<file path="src/rtl/wb_arbiter_pkg.sv">
// Shared register-file geometry and writeback arbiter types.
package wb_arbiter_pkg;

   localparam int unsigned REG_ADDR  = 5;
   localparam int unsigned REG_SIZE  = 32;
   localparam int unsigned REG_N     = 32;
   localparam int unsigned WB_QDEPTH = 4;

   // Source that drives the register file write port on the next edge
   typedef enum logic [1:0] {
      SEL_NONE,
      SEL_PIPE,
      SEL_QUEUE,
      SEL_DROP
   } wb_sel_e;

endpackage

</file>
<file path="src/rtl/wb_kill_fifo.sv">
// In-order result queue with a per-entry kill bit set by destination-register match.
module wb_kill_fifo
   import wb_arbiter_pkg::*;
#(
   parameter int unsigned DEPTH = WB_QDEPTH,
   parameter int unsigned CNT_W = 3
) (
   input  logic                clk,
   input  logic                reset,
   input  logic                push,
   input  logic [REG_ADDR-1:0] push_reg,
   input  logic [REG_SIZE-1:0] push_data,
   input  logic                push_kill,
   input  logic                pop,
   input  logic                kill_en,
   input  logic [REG_ADDR-1:0] kill_reg,
   output logic                head_valid,
   output logic [REG_ADDR-1:0] head_reg,
   output logic [REG_SIZE-1:0] head_data,
   output logic                head_kill,
   output logic [CNT_W-1:0]    count
);

   localparam int unsigned PTR_W = $clog2(DEPTH);

   logic [REG_ADDR-1:0] mem_reg  [DEPTH];
   logic [REG_SIZE-1:0] mem_data [DEPTH];
   logic [DEPTH-1:0]    mem_kill;
   logic [PTR_W-1:0]    wp, rp;

   assign head_valid = (count != '0);
   assign head_reg   = mem_reg[rp];
   assign head_data  = mem_data[rp];
   assign head_kill  = mem_kill[rp];

   always_ff @(posedge clk) begin
      if (reset) begin
         wp       <= '0;
         rp       <= '0;
         count    <= '0;
         mem_kill <= '0;
         for (int unsigned i = 0; i < DEPTH; i++) begin
            mem_reg[i]  <= '0;
            mem_data[i] <= '0;
         end
      end else begin
         for (int unsigned i = 0; i < DEPTH; i++) begin
            if (kill_en && (mem_reg[i] == kill_reg))
               mem_kill[i] <= 1'b1;
         end
         // A push overwrites any stale kill set on the free slot above
         if (push) begin
            mem_reg[wp]  <= push_reg;
            mem_data[wp] <= push_data;
            mem_kill[wp] <= push_kill;
            wp           <= wp + 1'b1;
         end
         if (pop)
            rp <= rp + 1'b1;
         case ({push, pop})
            2'b10:   count <= count + CNT_W'(1);
            2'b01:   count <= count - CNT_W'(1);
            default: count <= count;
         endcase
      end
   end

endmodule

</file>
<file path="src/rtl/wb_arbiter.sv">
// Writeback arbiter: merges pipeline and long-latency results onto the register file write port.
module wb_arbiter
   import wb_arbiter_pkg::*;
#(
   parameter int unsigned DEPTH = WB_QDEPTH,
   parameter int unsigned CNT_W = 3
) (
   input  logic                clk,
   input  logic                reset,
   input  logic                p_valid,
   input  logic [REG_ADDR-1:0] p_wreg,
   input  logic [REG_SIZE-1:0] p_wdata,
   input  logic                l_valid,
   output logic                l_ready,
   input  logic [REG_ADDR-1:0] l_wreg,
   input  logic [REG_SIZE-1:0] l_wdata,
   output logic                regwrite,
   output logic [REG_ADDR-1:0] wreg,
   output logic [REG_SIZE-1:0] wdata,
   output logic [CNT_W-1:0]    q_count,
   output logic                idle
);

   logic                p_hit;
   logic                push, push_kill, pop;
   logic                head_valid, head_kill;
   logic [REG_ADDR-1:0] head_reg;
   logic [REG_SIZE-1:0] head_data;
   wb_sel_e             sel;

   assign l_ready   = (q_count < CNT_W'(DEPTH));
   assign p_hit     = p_valid && (p_wreg != '0);
   // r0 results complete the handshake but are never queued
   assign push      = l_valid && l_ready && (l_wreg != '0);
   assign push_kill = p_hit && (p_wreg == l_wreg);
   assign idle      = (q_count == '0) && !regwrite;

   always_comb begin
      sel = SEL_NONE;
      if (p_hit)
         sel = SEL_PIPE;
      else if (head_valid)
         sel = head_kill ? SEL_DROP : SEL_QUEUE;
      pop = (sel == SEL_QUEUE) || (sel == SEL_DROP);
   end

   wb_kill_fifo #(
      .DEPTH (DEPTH),
      .CNT_W (CNT_W)
   ) u_fifo (
      .clk        (clk),
      .reset      (reset),
      .push       (push),
      .push_reg   (l_wreg),
      .push_data  (l_wdata),
      .push_kill  (push_kill),
      .pop        (pop),
      .kill_en    (p_hit),
      .kill_reg   (p_wreg),
      .head_valid (head_valid),
      .head_reg   (head_reg),
      .head_data  (head_data),
      .head_kill  (head_kill),
      .count      (q_count)
   );

   always_ff @(posedge clk) begin
      if (reset) begin
         regwrite <= 1'b0;
         wreg     <= '0;
         wdata    <= '0;
      end else begin
         case (sel)
            SEL_PIPE: begin
               regwrite <= 1'b1;
               wreg     <= p_wreg;
               wdata    <= p_wdata;
            end
            SEL_QUEUE: begin
               regwrite <= 1'b1;
               wreg     <= head_reg;
               wdata    <= head_data;
            end
            default: regwrite <= 1'b0;
         endcase
      end
   end

endmodule
</file>
<file path="config.mk">
export PLATFORM = sky130hd
export DESIGN_NAME = wb_arbiter
export DESIGN_NICKNAME = d
export VERILOG_FILES = /design/src/rtl/wb_arbiter_pkg.sv /design/src/rtl/wb_kill_fifo.sv /design/src/rtl/wb_arbiter.sv
export SDC_FILE = /design/constraint.sdc
export NUM_CORES = 1
export LEC_CHECK = 0
export BUFFER_PORTS_ARGS = -buffer_cell sky130_fd_sc_hd__buf_2
export CELL_PAD_IN_SITES_DETAIL_PLACEMENT = 1
export CELL_PAD_IN_SITES_GLOBAL_PLACEMENT = 2
export CORE_ASPECT_RATIO = 1.2
export CORE_MARGIN = 1.5
export CORE_UTILIZATION = 36
export DETAILED_ROUTE_END_ITERATION = 8
export PLACE_DENSITY = 0.86
export REMOVE_ABC_BUFFERS = 1
export SETUP_SLACK_MARGIN = 0.3
export SYNTH_ARGS = -nofsm -noshare
export SYNTH_HDL_FRONTEND = slang
export SYNTH_SLANG_ARGS = --single-unit
</file>
<file path="constraint.sdc">
create_clock -name clk -period 4.55 [get_ports clk]
set_clock_uncertainty 0.15 [all_clocks]
set_input_delay 0.455 -clock clk [delete_from_list [all_inputs] [get_ports clk]]
set_output_delay 0.455 -clock clk [all_outputs]
set_load 0.02 [all_outputs]
</file>
Yosys cells after proc, flatten, opt, wreduce, memory -nomap -nowiden:

Memory sizes are Yosys's and may differ from the RTL's. A register that Yosys moved wholly into a read port is not among the register bits.
Cells that the tools add are included.

* add/sub/neg operators: 4
* $lt $le $gt $ge: 4
* equal/unequal tests: 10
* multiplexer cells: 36
* reduce and logical (&&, ||, !) cells: 21

Operators with widths (number)
* one-hot mux 32 bit (2 select lines): 1
* two-way mux 32 bit: 1
* OR reduction 32 bit: 1
* equality test 5 bit: 5
* two-way mux 1 bit: 19
* two-way mux 2 bit: 8
* logical AND 1 bit: 10
* one-hot mux 5 bit (2 select lines): 1
* nonzero test 5 bit: 2
* equality test 2 bit (second input constant): 3
* less-than comparator 2 x 3 -> 1 bit (second input constant): 2
* one-hot mux 3 bit (2 select lines): 1
* two-way mux 5 bit: 1
* OR reduction 5 bit: 1
* adder 2 x 1 -> 2 bit (second input constant): 2
* bitwise mux 4 bit: 1
* equality test 2 x 1 -> 1 bit (second input constant): 2
* two-way mux 4 bit: 1
* nonzero test 2 bit: 2
* adder 3 x 1 -> 3 bit (second input constant): 1
* zero test 3 bit: 1
* less-than comparator 3 bit (second input constant): 1
* nonzero test 3 bit: 1
* subtractor 3 x 1 -> 3 bit (second input constant): 1
* other kinds (6): 6

* register bits: 49
* memory bits (writable): 148
* input bits: 78
* output and inout bits: 43
* word-level logic and storage cells: 84
* memories: 2

Memories
* u_fifo.mem_data: depth 4, bits a word 32, rd ports 1, clocked after memory_dff 1, wr ports 4, RTL line wb_kill_fifo.sv:27 `logic [REG_SIZE-1:0] mem_data [DEPTH];`
* u_fifo.mem_reg: depth 4, bits a word 5, rd ports 5, clocked after memory_dff 1, wr ports 4, RTL line wb_kill_fifo.sv:26 `logic [REG_ADDR-1:0] mem_reg [DEPTH];`

Logic depth before layout (Yosys ltp):

* depth in word-level cells: 9
* gate-level depth with buffers: 11
* depth with buffers taken out: 9

By module:

A second synthesis with hierarchy kept.

* cells, all modules: 640
* area, all modules: 9208.8 µm²

By module, submodules not included
* wb_kill_fifo: times used 1, cells an instance 459, area an instance 7304.5 µm², sequential area each 4704.5 µm²
* wb_arbiter: times used 1, cells an instance 181, area an instance 1904.3 µm², sequential area each 760.7 µm²

Worst setup path before layout:

Ideal clock, no wire load.

* path kind: input to register
* start: in l_valid
* end: mem u_fifo.mem_data[3][0], enable pin
* library setup time: 0.487 ns
* data arrival time: 3.931 ns
* data required time: 3.913 ns
* slack: -0.018 ns
* stages: 5
* path buffers: 1
* cell sequence: nor2b_1 > o21a_1 > clkbuf_1 > inv_1 > o31ai_1

RTL lines
* start: declaration: RTL line wb_arbiter.sv:13 `input logic l_valid,`
* end: declaration: RTL line wb_kill_fifo.sv:27

==> impl_results.md <==
* Hold path depth at 2
* Largest net degree at the start of global routing at 55
* Endpoints failing setup at 0
* Clk sinks at 199
* Die width at 148 um
* Fin. max-slew vios at 0
* Crit path max-delay family: simple AND/OR/NAND/NOR gates
* CTS Hold Bufs at 0
* Syn Inst Count at 690
* Area Overhead vs Synth at 15.7%
* Register-to-register setup slack at 1.13 ns
* Ys Warns at 0
* DR WL met3 at 772 um
* CTS tree: yes
* Share of layout cells above drive strength 1 at 28.6%
* Pwr Total at 0.00551 W
* Dominant cells by area after synthesis: edfxtp_1, dfxtp_1, mux4_2
* Avg Cell Area, Syn at 13.1 um2
* CP Max Fanout at 38
* # resized after CTS at 0
* Crit path arrival time at 3.33 ns
* Worst-path clk slew at 0.07 ns
* Sequential share of the synthesized area at 60.3%
* Worst vdd ir at 0.259 mV
* Starting Density at 36.6%
* Top_reg_cell synth: edfxtp_1
* Post-route ant nets at 0
* Gpl congestion at 0.694
* CTS buffer count at 17
* Initial antenna violation count at 4
* WS Path Type: reg2reg
* Slew HR at 22.2%
* Boundary Pins at 121
* Maxcap violations at 0
* Critical path required time at 4.46 ns
* Post-DP HPWL at 13900 um
* Status: completed
* Worst r2r path cells at 4
* Core area at 24800 um2
* Routed WL at 22200 um
* Root buf cell: clkbuf_16
* Cell row count at 63
* Worst r2r dst: u_fifo.mem_data[2][18]
* WL per Instance at 19.8 um
* Via/cell ratio at 5.03
* Routed via count at 5649
* Setup TNS at 0 ns
* Worst setup EP type: register
* Synth top area share at 49.0%
* Yosys reg bits at 199
* Initial DRT Pass Iterations at 4
* Lkg Pwr at 3.98 nW
* Top sig layer: met5
* Filler instances at 2598
* Metal-1 WL at 9310 um
* H-tree Lvls at 4
* RSZ-0062 raised after global routing: false
* Synth cell types at 38
* Post-synthesis async set-or-reset flop share at 0%
* CP bufs+invs at 0
* Nets at 868
* DRT iter0 DRCs at 239
* Post-Syn Area at 9070 um2
* Worst hold path class: in2reg
* Tmin final at 3.42 ns
* CP cell instances: nor2b_1 > o211a_1 > and3_2 > or2_2
* CP max stage cell: or2_2
* First-pass GRT wire length at 34400 um
* Residual DRC count at 0
* Pre-CTS setup slack at 0.853 ns
* Gr ovfl total at 0
* Worst Hold End: u_fifo.mem_data[3][30]
* Metal2 WL at 11800 um
* Slew of the pin with the lowest slew margin at 1.17 ns
* Crit path largest cell delay at 0.93 ns
* Post-synth EDFFs at 148
* Leading area contributor after synthesis: edfxtp_1
* Final-report hold violation count at 0
* Crit Reg-Reg Startpoint: u_fifo.count[2]
* Vias in the first global route at 6193
* Worst-case clock buffer depth at 2
* Clk_lat worst skew at 0.44 ns
* Final Util at 42.4%
* Max Fclk at 0.292 GHz
* PwrDens at 525 nW/um2
* Die Y at 177 um
* Die area at 26200 um2
* Max reg flops at 128
* Fin crit share at 75.1%
* # Post-CTS Setup Buffers at 0
* HP Start: l_wdata[30]
* Port bufs at 120
* GR Util All Layers at 17.5%
* Worst Setup Start Kind: register
* Worst setup margin at 1.13 ns
-- routing by layer --
layer	vias to the layer above	track usage, %
met2	108	31.8
met4	6	6.02
met5	-	0
met1	2854	20.7
li1	2657	-
met3	24	3.45
-- kinds of logic (layout without fill, tap and decap cells) --
family                     Yosys count  after routing  synth area share [%]
and+or+nand+nor                    225            225                  14.8
DFF                                199            199                  60.3
buffers and inverters               98            204                  4.59
AOI/OAI and AO/OA                   94             94                  7.02
muxes                               39             39                  9.56
xor gates and xnor gates            28             28                  2.70
adders and majority gates            7              7                  1.05
other                                0              2                     0
-- worst reg2reg max path: cells and delay by family (launching register included) --
family	cells	cell delay, ns
and+or+nand+nor	3	1.97
DFF	1	0.35
AOI/OAI and AO/OA	1	0.56
-- how the worst max path moves through the flow --
stage	start	end	slack, ns	cells after the start
after floorplan	l_valid	u_fifo.mem_data[3][0]	0.10	4
after global routing	u_fifo.count[2]	u_fifo.mem_data[2][22]	0.85	4
after CTS	u_fifo.count[2]	u_fifo.mem_data[2][28]	1.03	4
after detailed placement	l_valid	u_fifo.mem_data[2][28]	0.85	5
final	u_fifo.count[2]	u_fifo.mem_data[2][18]	1.13	4
after global placement	l_valid	u_fifo.mem_data[2][1]	0.98	5
-- layout make-up --
class | count | area (um2) | area share, %
Antenna cell | 2 | 5.00 | 0.0477
Clock inverter | 12 | 118 | 1.12
Sequential cell | 199 | 5470 | 52.1
Inverter | 46 | 173 | 1.65
Tap cell | 325 | 407 | 3.88
Multi-Input combinational cell | 393 | 3200 | 30.5
Timing Repair Buffer | 126 | 646 | 6.15
Clock buffer | 20 | 468 | 4.46
-- cell usage in the layout (no fill, tap or decap), types with 2 or more instances in the layout --
cell type	Yosys	layout
xnor2_1	11	11
dfxtp_1	51	49
buf_2	9	120
nor2b_1	2	2
buf_4	0	6
or3_1	2	2
inv_1	45	45
edfxtp_1	148	148
a221oi_1	41	41
or2_2	2	3
and3_2	0	2
and2_1	130	130
ha_1	6	5
xor2_1	17	17
clkinvlp_4	0	2
nor2_1	9	9
o21ai_0	2	2
a21oi_1	47	47
diode_2	0	2
mux4_2	38	38
nand2_1	39	39
inv_6	0	2
and2_4	20	20
o21a_1	2	2
clkbuf_16	0	18
clkinv_4	0	5
nor3_1	6	6
nand4_1	5	5
-- synthesized netlist by cell type, types with 2 or more instances --
| library cell | count |
|---|---|
| nor2_1 | 9 |
| edfxtp_1 | 148 |
| buf_2 | 9 |
| nor2b_1 | 2 |
| inv_1 | 45 |
| and3_1 | 3 |
| o21ai_0 | 2 |
| clkbuf_1 | 37 |
| nand2_1 | 39 |
| and2_1 | 130 |
| ha_1 | 6 |
| buf_8 | 2 |
| or3_1 | 2 |
| or2_2 | 2 |
| xnor2_1 | 11 |
| buf_6 | 2 |
| nand4_1 | 5 |
| a21oi_1 | 47 |
| and2_4 | 20 |
| mux4_2 | 38 |
| a221oi_1 | 41 |
| xor2_1 | 17 |
| o21a_1 | 2 |
| buf_1 | 2 |
| nor3_1 | 6 |
| dfxtp_1 | 51 |
-- report_power, final --
part	switching, W	internal [W]
clock network	0.000702	0.000810
registers	0.000228	0.00228
logic	0.000869	0.000623
-- stage by stage --
step / area, um2 / std cells / hold slack (ns)
2_1_floorplan: 8820 / 638 / 0.321
3_3_place_gp: 9900 / 1089 / 0.306
3_5_place_dp: 9900 / 1089 / 0.312
4_1_cts: 10500 / 1121 / 0.159
5_1_grt: 10500 / 1122 / 0.173
6_report: 10500 / 1123 / 0.180
Power figures use the tool's default switching activity.
